[config.mk]
export PLATFORM = sky130hd
export DESIGN_NAME = fir_seq_ctrl_flat
export DESIGN_NICKNAME = d
export VERILOG_FILES = /design/src/rtl/fir_pkg.sv /design/src/rtl/fir_seq_ctrl_if.sv /design/src/rtl/fir_frame_cnt.sv /design/src/rtl/fir_seq_ctrl.sv /design/src/flat_wrapper.sv
export SDC_FILE = /design/constraint.sdc
export NUM_CORES = 1
export LEC_CHECK = 0
export CORE_MARGIN = 2
export CORE_UTILIZATION = 43
export CTS_BUF_LIST = sky130_fd_sc_hd__clkbuf_8
export DETAILED_ROUTE_END_ITERATION = 10
export DONT_BUFFER_PORTS = 1
export PLACE_DENSITY = 0.67
export SYNTH_ARGS = -nofsm -noshare
export SYNTH_HDL_FRONTEND = slang
export SYNTH_SLANG_ARGS = --single-unit
[constraint.sdc]
create_clock -name iClk12M -period 3.3 [get_ports iClk12M]
set_input_delay 0.33 -clock iClk12M [delete_from_list [all_inputs] [get_ports iClk12M]]
set_output_delay 0.33 -clock iClk12M [all_outputs]
set_load 0.01 [all_outputs]
[src/rtl/fir_pkg.sv]
// Shared state type and phase constants for the FIR frame sequencer.
package fir_pkg;

  typedef enum logic [2:0] {
    IDLE,
    SAMPLE,
    SHIFT,
    MAC,
    SUM,
    WAIT,
    UPD
  } fir_state_e;

  localparam int unsigned FIR_CLK_DIV      = 20;
  localparam int unsigned FIR_TAPS_PER_MAC = 10;
  localparam int unsigned FIR_ADDR_W       = 4;

  localparam int unsigned C_CLR = 2;
  localparam int unsigned C_SUM = FIR_TAPS_PER_MAC + 3;

  // Phase of the Sum-stage enable for an arbitrary tap count.
  function automatic int unsigned c_sum(input int unsigned taps);
    return taps + 3;
  endfunction

endpackage

[src/rtl/fir_seq_ctrl_if.sv]
// Control/handshake bundle between the FIR sequencer, the host and the MAC datapath.
// FIR_SEQ_SKIP_CNT_EN adds the oSkipCnt observation counter.
interface fir_seq_ctrl_if #(
  parameter int unsigned ADDR_W = 4
);

  logic              iEnable;
  logic              iCoefUpdReq;
  logic              iCoefUpdDone;
  logic              oCoefUpdGnt;
  logic              oEnSample600k;
  logic              oEnDelay;
  logic              oMacClr;
  logic              oCoefRdEn;
  logic [ADDR_W-1:0] oCoefAddr;
  logic              oMacEn;
  logic              oSumEn;
  logic              oBusy;
`ifdef FIR_SEQ_SKIP_CNT_EN
  logic [15:0]       oSkipCnt;

  modport master (
    input  iEnable, iCoefUpdReq, iCoefUpdDone,
    output oCoefUpdGnt, oEnSample600k, oEnDelay, oMacClr, oCoefRdEn,
           oCoefAddr, oMacEn, oSumEn, oBusy, oSkipCnt
  );

  modport slave (
    output iEnable, iCoefUpdReq, iCoefUpdDone,
    input  oCoefUpdGnt, oEnSample600k, oEnDelay, oMacClr, oCoefRdEn,
           oCoefAddr, oMacEn, oSumEn, oBusy, oSkipCnt
  );
`else
  modport master (
    input  iEnable, iCoefUpdReq, iCoefUpdDone,
    output oCoefUpdGnt, oEnSample600k, oEnDelay, oMacClr, oCoefRdEn,
           oCoefAddr, oMacEn, oSumEn, oBusy
  );

  modport slave (
    output iEnable, iCoefUpdReq, iCoefUpdDone,
    input  oCoefUpdGnt, oEnSample600k, oEnDelay, oMacClr, oCoefRdEn,
           oCoefAddr, oMacEn, oSumEn, oBusy
  );
`endif

endinterface

[src/rtl/fir_frame_cnt.sv]
// Modulo-CLK_DIV frame phase counter with synchronous clear and a wrap flag.
// Also exposes the next count so the sequencer can register phase-aligned outputs.
module fir_frame_cnt #(
  parameter int unsigned CLK_DIV = 20,
  parameter int unsigned CW      = $clog2(CLK_DIV)
) (
  input  logic          clk_i,
  input  logic          rst_ni,
  input  logic          clr_i,
  output logic [CW-1:0] cnt_o,
  output logic [CW-1:0] cnt_nxt_o,
  output logic          wrap_o
);

  localparam logic [CW-1:0] LAST = CW'(CLK_DIV - 1);

  logic [CW-1:0] cnt_q, cnt_d;

  always_comb begin
    cnt_d = cnt_q + CW'(1);
    if (clr_i || (cnt_q == LAST)) cnt_d = '0;
  end

  always_ff @(posedge clk_i or negedge rst_ni) begin
    if (!rst_ni) cnt_q <= '0;
    else         cnt_q <= cnt_d;
  end

  assign cnt_o     = cnt_q;
  assign cnt_nxt_o = cnt_d;
  assign wrap_o    = (cnt_q == LAST);

endmodule

[src/rtl/fir_seq_ctrl.sv]
// Frame sequencer for the 4-MAC FIR datapath plus host coefficient-RAM arbitration.
// FIR_SEQ_SKIP_CNT_EN adds a saturating count of frames strobed while the host owns the RAMs.
module fir_seq_ctrl
  import fir_pkg::*;
#(
  parameter int unsigned CLK_DIV      = FIR_CLK_DIV,
  parameter int unsigned TAPS_PER_MAC = FIR_TAPS_PER_MAC,
  parameter int unsigned ADDR_W       = FIR_ADDR_W
) (
  input  logic           iClk12M,
  input  logic           iRsn,
  fir_seq_ctrl_if.master bus
);

  localparam int unsigned   CW        = $clog2(CLK_DIV);
  localparam logic [CW-1:0] CLR_C     = CW'(C_CLR);
  localparam logic [CW-1:0] RD_LAST   = CW'(TAPS_PER_MAC + 1);
  localparam logic [CW-1:0] MAC_FIRST = CW'(C_CLR + 1);
  localparam logic [CW-1:0] MAC_LAST  = CW'(c_sum(TAPS_PER_MAC) - 1);

  fir_state_e        state_q, state_d;
  logic [CW-1:0]     c_q, c_d;
  logic              wrap;
  logic              cnt_clr;

  logic              sample_q, sample_d;
  logic              delay_q, delay_d;
  logic              clr_q, clr_d;
  logic              rden_q, rden_d;
  logic              macen_q, macen_d;
  logic              sumen_q, sumen_d;
  logic              busy_q, busy_d;
  logic              gnt_q, gnt_d;
  logic [ADDR_W-1:0] addr_q, addr_d;

  // Counter sits at 0 throughout IDLE and is zeroed on every entry to or exit from it.
  assign cnt_clr = (state_q == IDLE) || (state_d == IDLE);

  fir_frame_cnt #(
    .CLK_DIV (CLK_DIV),
    .CW      (CW)
  ) u_frame_cnt (
    .clk_i     (iClk12M),
    .rst_ni    (iRsn),
    .clr_i     (cnt_clr),
    .cnt_o     (c_q),
    .cnt_nxt_o (c_d),
    .wrap_o    (wrap)
  );

  always_comb begin
    state_d = state_q;
    case (state_q)
      IDLE: begin
        if (bus.iCoefUpdReq)  state_d = UPD;
        else if (bus.iEnable) state_d = SAMPLE;
      end
      SAMPLE: state_d = SHIFT;
      SHIFT:  state_d = MAC;
      MAC:    if (c_q == MAC_LAST) state_d = SUM;
      SUM:    state_d = WAIT;
      WAIT: begin
        if (wrap) begin
          if (bus.iCoefUpdReq)  state_d = UPD;
          else if (bus.iEnable) state_d = SAMPLE;
          else                  state_d = IDLE;
        end
      end
      UPD:     if (bus.iCoefUpdDone) state_d = bus.iEnable ? WAIT : IDLE;
      default: state_d = IDLE;
    endcase
  end

  // Outputs are decoded from next state/phase so the registered strobes line up with c.
  always_comb begin
    sample_d = 1'b0;
    delay_d  = 1'b0;
    clr_d    = 1'b0;
    rden_d   = 1'b0;
    macen_d  = 1'b0;
    sumen_d  = 1'b0;
    busy_d   = 1'b0;
    gnt_d    = 1'b0;
    addr_d   = addr_q;
    case (state_d)
      SAMPLE: begin
        sample_d = 1'b1;
        busy_d   = 1'b1;
      end
      SHIFT: begin
        delay_d = 1'b1;
        busy_d  = 1'b1;
      end
      MAC: begin
        busy_d  = 1'b1;
        clr_d   = (c_d == CLR_C);
        rden_d  = (c_d <= RD_LAST);
        macen_d = (c_d >= MAC_FIRST);
        if (rden_d) addr_d = ADDR_W'(c_d - CLR_C);
      end
      SUM: begin
        sumen_d = 1'b1;
        busy_d  = 1'b1;
      end
      UPD: begin
        gnt_d    = 1'b1;
        sample_d = (c_d == '0);
      end
      default: ;
    endcase
  end

  always_ff @(posedge iClk12M or negedge iRsn) begin
    if (!iRsn) begin
      state_q  <= IDLE;
      sample_q <= 1'b0;
      delay_q  <= 1'b0;
      clr_q    <= 1'b0;
      rden_q   <= 1'b0;
      macen_q  <= 1'b0;
      sumen_q  <= 1'b0;
      busy_q   <= 1'b0;
      gnt_q    <= 1'b0;
      addr_q   <= '0;
    end else begin
      state_q  <= state_d;
      sample_q <= sample_d;
      delay_q  <= delay_d;
      clr_q    <= clr_d;
      rden_q   <= rden_d;
      macen_q  <= macen_d;
      sumen_q  <= sumen_d;
      busy_q   <= busy_d;
      gnt_q    <= gnt_d;
      addr_q   <= addr_d;
    end
  end

  assign bus.oEnSample600k = sample_q;
  assign bus.oEnDelay      = delay_q;
  assign bus.oMacClr       = clr_q;
  assign bus.oCoefRdEn     = rden_q;
  assign bus.oCoefAddr     = addr_q;
  assign bus.oMacEn        = macen_q;
  assign bus.oSumEn        = sumen_q;
  assign bus.oBusy         = busy_q;
  assign bus.oCoefUpdGnt   = gnt_q;

`ifdef FIR_SEQ_SKIP_CNT_EN
  logic [15:0] skip_q, skip_d;

  always_comb begin
    skip_d = skip_q;
    if (gnt_d && sample_d && (skip_q != '1)) skip_d = skip_q + 16'd1;
  end

  always_ff @(posedge iClk12M or negedge iRsn) begin
    if (!iRsn) skip_q <= '0;
    else       skip_q <= skip_d;
  end

  assign bus.oSkipCnt = skip_q;
`endif

endmodule

[src/flat_wrapper.sv]
// flat-port wrapper written by rule: the top's interface ports become plain ports
module fir_seq_ctrl_flat import fir_pkg::*;
#(
  parameter int unsigned CLK_DIV      = FIR_CLK_DIV,
  parameter int unsigned TAPS_PER_MAC = FIR_TAPS_PER_MAC,
  parameter int unsigned ADDR_W       = FIR_ADDR_W
)
  (iClk12M, iRsn, bus_iEnable, bus_iCoefUpdReq, bus_iCoefUpdDone, bus_oCoefUpdGnt, bus_oEnSample600k, bus_oEnDelay, bus_oMacClr, bus_oCoefRdEn, bus_oCoefAddr, bus_oMacEn, bus_oSumEn, bus_oBusy);
  fir_seq_ctrl_if #(.ADDR_W(ADDR_W)) bus_i ();
  input  logic iClk12M;
  input  logic iRsn;
  input wire logic [$bits(bus_i.iEnable)-1:0] bus_iEnable;
  input wire logic [$bits(bus_i.iCoefUpdReq)-1:0] bus_iCoefUpdReq;
  input wire logic [$bits(bus_i.iCoefUpdDone)-1:0] bus_iCoefUpdDone;
  output wire logic [$bits(bus_i.oCoefUpdGnt)-1:0] bus_oCoefUpdGnt;
  output wire logic [$bits(bus_i.oEnSample600k)-1:0] bus_oEnSample600k;
  output wire logic [$bits(bus_i.oEnDelay)-1:0] bus_oEnDelay;
  output wire logic [$bits(bus_i.oMacClr)-1:0] bus_oMacClr;
  output wire logic [$bits(bus_i.oCoefRdEn)-1:0] bus_oCoefRdEn;
  output wire logic [$bits(bus_i.oCoefAddr)-1:0] bus_oCoefAddr;
  output wire logic [$bits(bus_i.oMacEn)-1:0] bus_oMacEn;
  output wire logic [$bits(bus_i.oSumEn)-1:0] bus_oSumEn;
  output wire logic [$bits(bus_i.oBusy)-1:0] bus_oBusy;
  assign bus_i.iEnable = bus_iEnable;
  assign bus_i.iCoefUpdReq = bus_iCoefUpdReq;
  assign bus_i.iCoefUpdDone = bus_iCoefUpdDone;
  assign bus_oCoefUpdGnt = bus_i.oCoefUpdGnt;
  assign bus_oEnSample600k = bus_i.oEnSample600k;
  assign bus_oEnDelay = bus_i.oEnDelay;
  assign bus_oMacClr = bus_i.oMacClr;
  assign bus_oCoefRdEn = bus_i.oCoefRdEn;
  assign bus_oCoefAddr = bus_i.oCoefAddr;
  assign bus_oMacEn = bus_i.oMacEn;
  assign bus_oSumEn = bus_i.oSumEn;
  assign bus_oBusy = bus_i.oBusy;
  fir_seq_ctrl #(.CLK_DIV(CLK_DIV), .TAPS_PER_MAC(TAPS_PER_MAC), .ADDR_W(ADDR_W)) u_core (.iClk12M(iClk12M), .iRsn(iRsn), .bus(bus_i));
endmodule
After elaboration in Yosys (flattened, before gate mapping)
Cells that the tools add are included.
- mux-type cells: 18
- reduce and logical (&&, ||, !) cells: 7
- magnitude comparators: 2
- add/subtract/negate cells: 2
- equality and inequality tests: 14
- operators with widths (kind ; count):
    $mux 3 ; 7
    $pmux 3 s7 ; 1
    $eq 3x3->1 const B ; 5
    $eq 3x2->1 const B ; 4
    $mux 1 ; 8
    $eq 3x1->1 const B ; 2
    $logic_not 3->1 ; 2
    $add 5x1->5 const B ; 1
    $eq 5x2->1 const B ; 1
    $eq 5x4->1 const B ; 1
    $eq 5x5->1 const B ; 1
    $ge 5x2->1 const B ; 1
    $le 5x4->1 const B ; 1
    $logic_not 5->1 ; 1
    $mux 5 ; 1
    $reduce_or 4->1 ; 1
    $sub 4x2->4 const B ; 1
    $logic_or 1x1->1 ; 2
    $pmux 1 s2 ; 1
    $reduce_and 2->1 ; 1
- output and inout port bits: 12
- input bits: 5
- register bits: 20
- word-level logic and storage cells: 54

Longest topological paths before layout
- word-level depth: 10
- gate-level depth with buffers: 13
- depth with buffers taken out: 13

Modules after synthesis
A second synthesis with hierarchy kept.
- cell total of the unflattened synthesis: 98
- area, all modules: 1088.5 µm²
- by module, submodules not included (module ; area each (µm²) ; sequential area each (µm²) ; instances ; cells an instance):
    fir_seq_ctrl ; 843.3 ; 375.4 ; 1 ; 76
    fir_frame_cnt ; 245.2 ; 125.1 ; 1 ; 22

Least setup slack after synthesis
Ideal clock, no wire load.
- path kind: register -> register
- start: reg u_core.u_frame_cnt.cnt_q[0] (netlist: u_core.u_frame_cnt.cnt_o[0])
- end: reg u_core.addr_q[2] (netlist: u_core.bus.oCoefAddr[2])
- library setup time: 0.125 ns
- path buffers: 1
- stages on the path, launching flop included: 14
- setup slack: 0.235 ns
- data arrival time: 2.940 ns
- clock period less this slack: 3.065 ns
- data required time: 3.175 ns
- cells stage by stage: dfrtp_1 ha_1 buf_2 and4bb_4 a211o_1 a32o_2 a31oi_1 nand2_1 ha_1 a21oi_1 inv_1 and2_1 or2_4 mux2_4
- word-level cells in the longest chain between the ends: 9
- elaborated cells on any way between the ends: 14
- classes of those cells: add/sub (2); order compare (1); eq/ne (3); mux (4); reduce/logical (4)
- RTL lines (what ; RTL line ; text):
    start: declaration ; fir_frame_cnt.sv:17 ; logic [CW-1:0] cnt_q, cnt_d;
    start signal: assignment ; fir_frame_cnt.sv:26 ; else cnt_q <= cnt_d;
    $eq 5x5->1 / $eq 5x4->1 (equally long branches) ; fir_frame_cnt.sv:21, fir_frame_cnt.sv:31, fir_seq_ctrl.sv:60 ;
    $mux 3 (on tied branches) ; fir_seq_ctrl.sv:63, fir_seq_ctrl.sv:60 ;
    $pmux 3 s7 ; fir_seq_ctrl.sv:53 ; case (state_q)
    $logic_not 3->1 ; fir_seq_ctrl.sv:37 ; assign cnt_clr = (state_q == IDLE) || (state_d == IDLE);
    $logic_or 1x1->1 ; fir_seq_ctrl.sv:37 ;
    $logic_or 1x1->1 ; fir_frame_cnt.sv:21 ; if (clr_i || (cnt_q == LAST)) cnt_d = '0;
    $mux 5 ; fir_frame_cnt.sv:21 ;
    $le 5x4->1 ; fir_seq_ctrl.sv:97 ; rden_d = (c_d <= RD_LAST);
    $reduce_and 2->1 (no line) ; - ;
    end signal: assignment ; fir_seq_ctrl.sv:135 ; addr_q <= addr_d;
    end: declaration ; fir_seq_ctrl.sv:34 ; logic [ADDR_W-1:0] addr_q, addr_d;
Several ways; a longest one is shown, not always the timed one.
A chain may end at the register's enable or synchronous reset.

Worst setup path after layout
Same ends and word-level chain as after synthesis.

==> flow_summary.json <==
{
  "status": "finished, final reports clean",
  "synth_nets": 132,
  "yosysTopAreaCell": "dfrtp_1",
  "routabilityCongestion": 0.783,
  "setup_viol": 0,
  "power.internal_mw": 0.821,
  "start_kind": "register",
  "p_leak_nw": 0.608,
  "die_w_um": 55.2,
  "io_pins": 17,
  "synth_flop_cell": "dfrtp_1",
  "htreeDepth": 1,
  "hpwlAfterDp_um": 1740,
  "ys_warn_count": 0,
  "fin_worst_skew_ps": 5.22,
  "num_rows": 18,
  "crit_path_cell_trace": "ha_1, and4bb_4, a211o_1, a32o_2, a31oi_2, nand2_1, ha_1, a21oi_1, inv_1, and2_1, or2_4, mux2_4",
  "finalWirelength_um": 2300,
  "hold_path_class": "in2reg",
  "critical_path_class": "reg2reg",
  "tightest_slew_ps": 865,
  "whs_ps": 514,
  "synth-edff-count": 0,
  "tns_ps": 0,
  "grt.total_usage": 0.161,
  "cts_buffers": 3,
  "clockRootBuffer": "clkbuf_8",
  "start_util": 0.456,
  "drv_cap": 0,
  "antenna_found_initial": 0,
  "switching_power_mw": 0.644,
  "cts_tree": "yes",
  "finalCriticalPeriod_ps": 3150,
  "grt_util_met3": 0.0328,
  "clk_pin_slew_ps": 80,
  "busiest_layer": "met2",
  "die_y_um": 55.2,
  "synth_top_area_frac": 0.443,
  "seq_power_share": 0.321,
  "cp_max_fo": 5,
  "max-vdd-ir-drop_mv": 0.576,
  "finalHoldViolations": 0,
  "area_growth_syn_to_layout_pct": 11.8,
  "ant_nets": 0,
  "detail_route.first_pass.iterations": 4,
  "regArea_um2": 500,
  "rsz0062_at_grt": "false",
  "post-route-period-util": 0.956,
  "drt-wirelength-per-cell_um": 14.6,
  "synth-seq-area-share": 0.443,
  "core_area_mm2": 0.00248,
  "met1_usage": 0.185,
  "grt_pass1_wl_um": 3910,
  "drc": 0,
  "endpoint_kind": "register",
  "diodes": 0,
  "critPathSlowestCell": "dfrtp_1",
  "synth_cell_type_count": 39,
  "final_cell_mix": "dfrtp_1, inv_1, nor2_1, o21ai_0, a21oi_1",
  "met2_usage": 0.296,
  "gr-total-overflow": 0,
  "yosys-top-cells-area": "dfrtp_1, inv_1, ha_1",
  "synth.avg_cell_area_um2": 9.18,
  "fin_nets": 137,
  "p_clk_frac": 0.167,
  "clock_path_buffers": 2,
  "p_comb_frac": 0.512,
  "powerDensity_mw_per_mm2": 1160,
  "drive_gt1_frac": 0.126,
  "die_area_mm2": 0.00305,
  "synthCells": 123,
  "async_reset_ff_frac": 1.00,
  "clock_sinks": 20,
  "ys_ff_latch": 20,
  "clkLatencyLatePin_ps": 260,
  "syn_area_mm2": 0.00113,
  "slew_violations": 0,
  "drt_iter0_drc": 19,
  "final_common_cell": "dfrtp_1",
  "relSlewSlack": 0.421,
  "rrSetupSlack_ps": 150,
  "critPathMaxStageDelay_ps": 430,
  "p_sw_frac": 0.440,
  "multiInputGateArea_um2": 556,
  "max_freq_mhz": 317,
  "cp_data_required_time_ps": 3450,
  "crit_top_cell": "ha_1",
  "viasPerCell": 5.68,
  "grt_max_degree": 21,
  "vias": 892,
  "total_power_mw": 1.47,
  "cp.arrival_ps": 3300,
  "fillers": 227,
  "portBuffers": 0,
  "grt_pass1_vias": 893
}
layout make-up:
class / count / share of cell area
multi-input cells: 83 / 0.440
well taps: 30 / 0.0298
repair buffers: 5 / 0.0317
clock inverters: 1 / 0.0238
clock buffers: 3 / 0.0327
inverters: 15 / 0.0446
flip-flops and latches: 20 / 0.397
final timing paths:
path,startpoint,end,depth (start not counted)
min in group asynchronous,iRsn,u_core.u_frame_cnt.cnt_o[2],1
max in group asynchronous,iRsn,u_core.state_q[0],1
worst max register to register,u_core.u_frame_cnt.cnt_o[0],u_core.bus.oCoefAddr[2],12
worst min register to register,u_core.u_frame_cnt.cnt_o[0],u_core.u_frame_cnt.cnt_o[0],1
worst min-delay path,bus_iCoefUpdReq,u_core.state_q[2],3
worst max-delay path,u_core.u_frame_cnt.cnt_o[0],u_core.bus.oCoefAddr[2],12
cell usage after synthesis (3+ instances only):
master    n
a31oi_1   3
buf_2     3
nor2_1   10
dfrtp_1  20
inv_1    14
ha_1      4
and2_1    4
nand3_1   5
o21ai_0   9
a21oi_1   7
nor3_1    5
nand2_1   6
stage by stage:
step / worst slack [ps] / std cells / cell area (um2) / utilization
global placement: 143 / 152 / 1170 / 0.474
detailed placement: 118 / 152 / 1170 / 0.474
global route: 39.3 / 157 / 1260 / 0.509
CTS: 69.5 / 157 / 1250 / 0.507
finish: 147 / 157 / 1260 / 0.509
floorplan: 235 / 123 / 1130 / -
critical path, delay by kind of cell (launching register included):
kind / cells / cell delay (ps)
AOI/OAI and AO/OA: 4 / 1010
and+or+nand+nor: 4 / 790
adders and majority gates: 2 / 440
DFF: 1 / 430
muxes: 1 / 300
buffers and inverters: 1 / 70
cell families (layout without fill, tap and decap cells):
kind of cell / Yosys count / count (layout) / synth area share
multiplexers: 1 / 1 / 0.0133
XOR/XNOR: 3 / 3 / 0.0233
buffers and inverters: 20 / 24 / 0.0698
AND/OR/NAND/NOR: 45 / 45 / 0.229
AO/OA/AOI/OAI: 30 / 30 / 0.176
adder cells (fa/ha/maj): 4 / 4 / 0.0443
flip-flops: 20 / 20 / 0.443
timing repair:
item | CTS | global route
setup endpoints to repair | 0 | 1
endpoints found under the hold margin | 20 | 0
resized for setup | 0 | 1
buffers inserted | 0 | 0
hold buffers | 1 | 0
sequential cells by signal, indices dropped and copies added, names as in the netlist:
register and flops:
u_core.bus.oMacClr 1, u_core.bus.oEnSample600k 1, u_core.bus.oMacEn 1, u_core.u_frame_cnt.cnt_o 5, u_core.bus.oCoefAddr 4, u_core.bus.oCoefRdEn 1, u_core.bus.oBusy 1, u_core.bus.oCoefUpdGnt 1
u_core.bus.oEnDelay 1, u_core.bus.oSumEn 1, u_core.state_q 3
routing by layer:
| metal | wire length, um | share of wire |
|---|---|---|
| met1 | 970 | 0.42 |
| met2 | 1200 | 0.52 |
| met3 | 97 | 0.042 |
| met4 | 26 | 0.011 |
| met5 | 0 | 0 |
power by group through the flow:
stage / combinational (mW) / sequential (mW) / clock, mW
2_1_floorplan: 0.592 / 0.421 / 0
3_3_place_gp: 0.701 / 0.471 / 0
3_5_place_dp: 0.719 / 0.476 / 0
4_1_cts: 0.736 / 0.471 / 0.245
5_1_grt: 0.842 / 0.487 / 0.262
6_report: 0.751 / 0.471 / 0.244
Note: power is estimated with default switching activity, not from simulation.
